[src/rtl/ps2_pkg.sv]
// Shared constants and FSM encoding for the PS/2 receive path.
package ps2_pkg;

  localparam int FRAME_BITS = 11;
  localparam int START_BIT  = 0;
  localparam int PAR_BIT    = 9;
  localparam int STOP_BIT   = 10;

  typedef enum logic [1:0] {
    IDLE  = 2'd0,
    RECV  = 2'd1,
    CHECK = 2'd2
  } state_t;

endpackage

[src/rtl/ps2_fifo.sv]
// Generic synchronous FIFO; head word reads as zero while empty.
module ps2_fifo #(
  parameter int DEPTH_LOG2 = 4,
  parameter int WIDTH      = 8
) (
  input  logic                  clk,
  input  logic                  rst,
  input  logic                  push,
  input  logic [WIDTH-1:0]      wdata,
  input  logic                  pop,
  output logic [WIDTH-1:0]      rdata,
  output logic                  full,
  output logic                  empty,
  output logic [DEPTH_LOG2:0]   count
);

  localparam int DEPTH = 1 << DEPTH_LOG2;
  localparam logic [DEPTH_LOG2:0] FULL_CNT = (DEPTH_LOG2+1)'(DEPTH);

  logic [WIDTH-1:0]      mem [DEPTH];
  logic [DEPTH_LOG2-1:0] wp, rp;
  logic                  do_push, do_pop;

  // A pop on a full FIFO frees the slot the same-cycle push lands in.
  always_comb begin
    empty   = (count == '0);
    full    = (count == FULL_CNT);
    do_pop  = pop & ~empty;
    do_push = push & (~full | do_pop);
    rdata   = empty ? '0 : mem[rp];
  end

  // Storage, pointers and occupancy.
  always_ff @(posedge clk or posedge rst) begin
    if (rst) begin
      wp    <= '0;
      rp    <= '0;
      count <= '0;
      for (int i = 0; i < DEPTH; i++) mem[i] <= '0;
    end else begin
      if (do_push) begin
        mem[wp] <= wdata;
        wp      <= wp + 1'b1;
      end
      if (do_pop) rp <= rp + 1'b1;
      case ({do_push, do_pop})
        2'b10:   count <= count + 1'b1;
        2'b01:   count <= count - 1'b1;
        default: count <= count;
      endcase
    end
  end

endmodule

[src/rtl/ps2_rx.sv]
// PS/2 device-to-host receiver: pad sync, glitch filter, frame FSM, timeout, FIFO.
//
//  state | meaning
//  IDLE  | waiting for the start-bit clock fall
//  RECV  | collecting bits 1..10, stall timer running
//  CHECK | one cycle: validate start/parity/stop, push or flag
module ps2_rx
  import ps2_pkg::*;
#(
  parameter int DEPTH_LOG2 = 4,
  parameter int FILT       = 4,
  parameter int TIMEOUT    = 25000,
  parameter int CHECK_PAR  = 1
) (
  input  logic                  clk,
  input  logic                  rst,
  input  logic                  PS2C,
  input  logic                  PS2D,
  input  logic                  done,
  output logic                  rdy,
  output logic [7:0]            data,
  output logic [DEPTH_LOG2:0]   count,
  output logic                  shift,
  output logic                  perr,
  output logic                  ferr,
  output logic                  ovf,
  input  logic                  clr_err
);

  localparam int FW = (FILT > 1) ? $clog2(FILT) : 1;
  localparam int TW = $clog2(TIMEOUT + 1);

  logic [1:0]            c_sync, d_sync;
  logic [1:0]            raw, filt;
  logic [FW-1:0]         fcnt [2];
  logic                  ps2c_f, ps2d_f, c_prev;
  state_t                state, state_n;
  logic [FRAME_BITS-1:0] frame;
  logic [3:0]            bcnt;
  logic [TW-1:0]         tmr;
  logic                  push, full, empty;
  logic                  set_perr, set_ferr, set_ovf;
  logic                  start_ok, par_ok;

  assign raw    = {c_sync[1], d_sync[1]};
  assign ps2c_f = filt[1];
  assign ps2d_f = filt[0];
  assign rdy    = ~empty;

  // Two-flop synchronisers; pads idle high.
  always_ff @(posedge clk or posedge rst) begin
    if (rst) begin
      c_sync <= 2'b11;
      d_sync <= 2'b11;
    end else begin
      c_sync <= {c_sync[0], PS2C};
      d_sync <= {d_sync[0], PS2D};
    end
  end

  // Filtered level follows the synchronised pin only after FILT differing samples in a row.
  always_ff @(posedge clk or posedge rst) begin
    if (rst) begin
      filt <= 2'b11;
      for (int i = 0; i < 2; i++) fcnt[i] <= '0;
    end else begin
      for (int i = 0; i < 2; i++) begin
        if (raw[i] == filt[i]) begin
          fcnt[i] <= '0;
        end else if (fcnt[i] == FW'(FILT - 1)) begin
          filt[i] <= raw[i];
          fcnt[i] <= '0;
        end else begin
          fcnt[i] <= fcnt[i] + 1'b1;
        end
      end
    end
  end

  // Registered pulse on each filtered PS2C falling edge.
  always_ff @(posedge clk or posedge rst) begin
    if (rst) begin
      c_prev <= 1'b1;
      shift  <= 1'b0;
    end else begin
      c_prev <= ps2c_f;
      shift  <= c_prev & ~ps2c_f;
    end
  end

  // FSM state register.
  always_ff @(posedge clk or posedge rst) begin
    if (rst) state <= IDLE;
    else     state <= state_n;
  end

  // Next state, frame validation and flag/push requests.
  always_comb begin
    state_n  = state;
    push     = 1'b0;
    set_perr = 1'b0;
    set_ferr = 1'b0;
    set_ovf  = 1'b0;
    start_ok = (frame[START_BIT] == 1'b0) && (frame[STOP_BIT] == 1'b1);
    par_ok   = (CHECK_PAR == 0) || (^frame[PAR_BIT:1] == 1'b1);
    case (state)
      IDLE: if (shift) state_n = RECV;
      RECV: begin
        if (shift && bcnt == 4'd10) begin
          state_n = CHECK;
        end else if (!shift && tmr == '0) begin
          set_ferr = 1'b1;
          state_n  = IDLE;
        end
      end
      CHECK: begin
        if (!start_ok)   set_ferr = 1'b1;
        else if (!par_ok) set_perr = 1'b1;
        else begin
          push    = 1'b1;
          set_ovf = full & ~done;
        end
        state_n = IDLE;
      end
      default: state_n = IDLE;
    endcase
  end

  // Frame capture, bit counter and stall down-counter (reloaded on every clock fall).
  always_ff @(posedge clk or posedge rst) begin
    if (rst) begin
      frame <= '0;
      bcnt  <= '0;
      tmr   <= '0;
    end else begin
      case (state)
        IDLE: if (shift) begin
          frame    <= '0;
          frame[0] <= ps2d_f;
          bcnt     <= 4'd1;
          tmr      <= TW'(TIMEOUT);
        end
        RECV: begin
          if (shift) begin
            frame[bcnt] <= ps2d_f;
            bcnt        <= bcnt + 4'd1;
            tmr         <= TW'(TIMEOUT);
          end else if (tmr != '0) begin
            tmr <= tmr - 1'b1;
          end
        end
        default: bcnt <= '0;
      endcase
    end
  end

  // Sticky error flags; clear has priority over a same-cycle set.
  always_ff @(posedge clk or posedge rst) begin
    if (rst) begin
      perr <= 1'b0;
      ferr <= 1'b0;
      ovf  <= 1'b0;
    end else if (clr_err) begin
      perr <= 1'b0;
      ferr <= 1'b0;
      ovf  <= 1'b0;
    end else begin
      perr <= perr | set_perr;
      ferr <= ferr | set_ferr;
      ovf  <= ovf  | set_ovf;
    end
  end

  ps2_fifo #(.DEPTH_LOG2(DEPTH_LOG2), .WIDTH(8)) u_fifo (
    .clk   (clk),
    .rst   (rst),
    .push  (push),
    .wdata (frame[8:1]),
    .pop   (done),
    .rdata (data),
    .full  (full),
    .empty (empty),
    .count (count)
  );

endmodule

[config.mk]
export PLATFORM = sky130hd
export DESIGN_NAME = ps2_rx
export DESIGN_NICKNAME = d
export VERILOG_FILES = /design/src/rtl/ps2_pkg.sv /design/src/rtl/ps2_fifo.sv /design/src/rtl/ps2_rx.sv
export SDC_FILE = /design/constraint.sdc
export NUM_CORES = 1
export LEC_CHECK = 0
export ABC_AREA = 1
export CAP_MARGIN = 20
export CORE_MARGIN = 2
export CORE_UTILIZATION = 55
export CTS_BUF_LIST = sky130_fd_sc_hd__clkbuf_16
export CTS_CLUSTER_DIAMETER = 120
export DETAILED_ROUTE_END_ITERATION = 12
export PLACE_DENSITY = 0.72
export SYNTH_ARGS = -nofsm -noshare
export SYNTH_HDL_FRONTEND = slang
export SYNTH_HIERARCHICAL = 1
export SYNTH_SLANG_ARGS = --single-unit
[constraint.sdc]
create_clock -name clk -period 5.1 [get_ports clk]
set_input_delay 0.765 -clock clk [delete_from_list [all_inputs] [get_ports clk]]
set_output_delay 0.765 -clock clk [all_outputs]
set_load 0.005 [all_outputs]
==> results.cfg <==
[run_status]
status = finished, final reports clean

[sta]
slew_headroom_pct = 33.30
setup_viol = 0
fin_ws_ps = 1484
max_freq_mhz = 276.6
rsz0062_at_grt = false
hold_violations = 0
clock_skew_ps = 11.06
fin_crit_ps = 3616
setup_tns_ps = 0
min_period_over_period_pct = 70.90
tightest_slew_ps = 999.5
drv_slew = 0
fin_hold_ws_ps = 358.4

[logic_synthesis]
ys.flop_type = dfrtp_1
syn-num-nets = 1324
ys_ff_latch = 188
netlist_area_sq_mm = 0.009853
synthTopCellsByCount = nand2_1 (517), nand3_1 (257), dfrtp_1 (181)
yosysSeqAreaShare_pct = 47.83
synth_edf_count = 0
ys_types = 40
ys_top_cells_by_area = dfrtp_1 (46%), nand2_1 (20%), nand3_1 (13%)
avgSynthCellArea_sq_um = 7.585
yosysMostFrequentCell = nand2_1
yosysTopAreaCell = dfrtp_1
synth_top_area_share_pct = 45.97
yosys_warnings = 6
async_flop_share_pct = 100.0
synthCells = 1299

[place]
placed_area_sq_mm = 0.01018
gp_congestion = 0.8184
place_ws_ps = 1900
hpwl_microns = 15990
io_buffer_count = 23

[setup_path]
crit_type = reg2out
cp_top_family = buffers and inverters
critPathLaunch = u_fifo/rp[0]
crit_cells = 9
crit_top_cell = nand2_1
worstSetupEndpointType = output pin
crit_buf_inv = 3
slowest_delay_ps = 620
start_kind = flip-flop
worst-r2r-cell-count = 17
reg2reg_from = frame[1]
cpMaxStageDelayCell = inv_2
critPathMaxFanout = 47
worstPathCellList = inv_2 -> buf_4 -> nand2_1 -> nand3_1 -> nand3_1 -> nand2_1 -> nand2_1 -> a21oi_1 -> clkdlybuf4s50_1
worstPathArrival_ps = 2850
cp.required_ps = 4340
reg2reg_slack_ps = 1880

[floorplan]
die_area_sq_mm = 0.01900
pin_count = 24
dieWidth_microns = 137.8
initial_core_util_pct = 56.57
rows = 48
die_y_microns = 137.8
core-area_sq_mm = 0.01742

[global_route]
overflow = 0
use_met1_pct = 38.70
grt_max_degree = 103
grt_use_met2_pct = 46.29
grt_usage_pct = 28.23
busiest_layer = met2
grtUsageMet3_pct = 5.372
grt_pass1_vias = 8280
grt_pass1_wl_microns = 41770
antenna_found_initial = 0

[finish]
fillers = 1553
final_area_sq_mm = 0.01074
drive_gt1_share_pct = 7.274
syn_to_final_growth_pct = 9.003
final_nets = 1318
final_core_util_pct = 61.67
antenna_cells = 0

[cts]
insertion_delay_ps = 430
cts_tree = built
cts-resized-gates = 0
clkSinkCount = 188
htree_levels = 4
postCtsSetupBuffers = 0
cts_buffer_depth = 2
clockRootBuffer = clkbuf_16
clk_pin_slew_ps = 60
hold_buffers = 0
numCtsBuffers = 17

[drt]
postRouteAntennaNets = 0
dr.pass1.iters = 6
drtIter0Drc = 881
vias_per_cell = 5.585
vias = 8551
finalWirelength_microns = 24920
post-route-drc-count = 0
routedWlPerCell_microns = 16.27

[power]
p_leak_uw = 0.005452
p_per_area_mw_per_mm2 = 438.2
ir_drop_mv = 0.3645

[worst_hold_path]
hold_depth = 0
min_from = d_sync[0]
hold_path_class = reg2reg

[flow_run]
cap_violations = 0
layer usage:
metal | routed length [microns] | up-vias
met1 | 10900 | 4064
met2 | 12060 | 295
met3 | 1632 | 27
met4 | 315 | 0
met5 | 0 | -
li1 | - | 4165
cell families after synthesis:
logic type / share of synthesized area [%]
buffers and inverters: 6.019
muxes: 0.1143
and+or+nand+nor: 37.60
xor gates and xnor gates: 1.689
AOI/OAI and AO/OA: 4.330
adders and majority gates: 2.413
DFF: 47.83
registers in the layout (all words and copies together) (netlist names), 2 cells and up:
| register | count |
|---|---|
| state | 2 |
| fcnt | 4 |
| tmr | 15 |
| u_fifo/wp | 4 |
| c_sync | 2 |
| filt | 2 |
| u_fifo/rp | 4 |
| d_sync | 2 |
| u_fifo/mem | 128 |
| bcnt | 4 |
| frame | 11 |
| u_fifo/count | 5 |
per-stage QoR:
step                total power [uW]  instances
floorplan                       3004       1299
global placement                3461       1498
detailed placement              3488       1498
CTS                             4726       1530
global route                    5029       1531
finish                          4706       1531
final cells by class:
| cell class | instances | area (sq um) | share of cell area (%) |
|---|---|---|---|
| Clock inverter | 15 | 110.1 | 1.025 |
| Inverter | 75 | 286.5 | 2.668 |
| Sequential cell | 188 | 4715 | 43.90 |
| Timing Repair Buffer | 39 | 375.4 | 3.495 |
| Tap cell | 225 | 281.5 | 2.621 |
| Clock buffer | 17 | 425.4 | 3.961 |
| Multi-Input combinational cell | 972 | 4547 | 42.33 |
worst reg2reg max path, stage by stage, from the launching register on:
cell and delay, ps:
dfrtp_1 940, inv_1 140, nand2_1 120, nand2_1 50, nand2_1 70, nand2_1 50, nand2_1 70, nand3_1 100
a21oi_1 210, nand2_1 160, ha_1 320, xor2_1 210, ha_1 200, a21o_1 170, nand3_1 100, nand3_1 70
nand3_1 90, nand2_1 50
where the power goes:
part	total (uW)	internal, uW	switching [uW]
Combinational	1670	581	1090
Sequential	1810	1630	185
Clock	1230	662	565
Total	4710	2870	1840
final timing paths:
path                                   end
max                                data[0]
min                              d_sync[1]
max reg2reg                u_fifo/count[4]
max in group asynchronous  u_fifo/mem[122]
min reg2reg                      d_sync[1]
min in group asynchronous           tmr[4]
placed cells by master (no fill, tap or decap), types with 2 or more instances in the layout:
cell type / count
a21oi_1: 25
buf_12: 2
buf_4: 14
clkbuf_16: 17
clkdlybuf4s50_1: 23
clkinv_1: 7
clkinv_2: 2
clkinvlp_4: 4
dfrtp_1: 180
dfstp_2: 7
ha_1: 19
inv_1: 65
inv_2: 8
inv_6: 2
nand2_1: 517
nand2_2: 11
nand3_1: 257
nand3_2: 6
nand4_1: 4
nor2_1: 53
nor2_2: 3
nor2_4: 3
nor3_1: 3
o21ai_0: 19
o21ai_1: 5
o21ai_2: 4
o22ai_1: 10
o22ai_2: 2
xnor2_1: 6
xor2_1: 13
No activity file was read; power rests on OpenSTA's default activity.
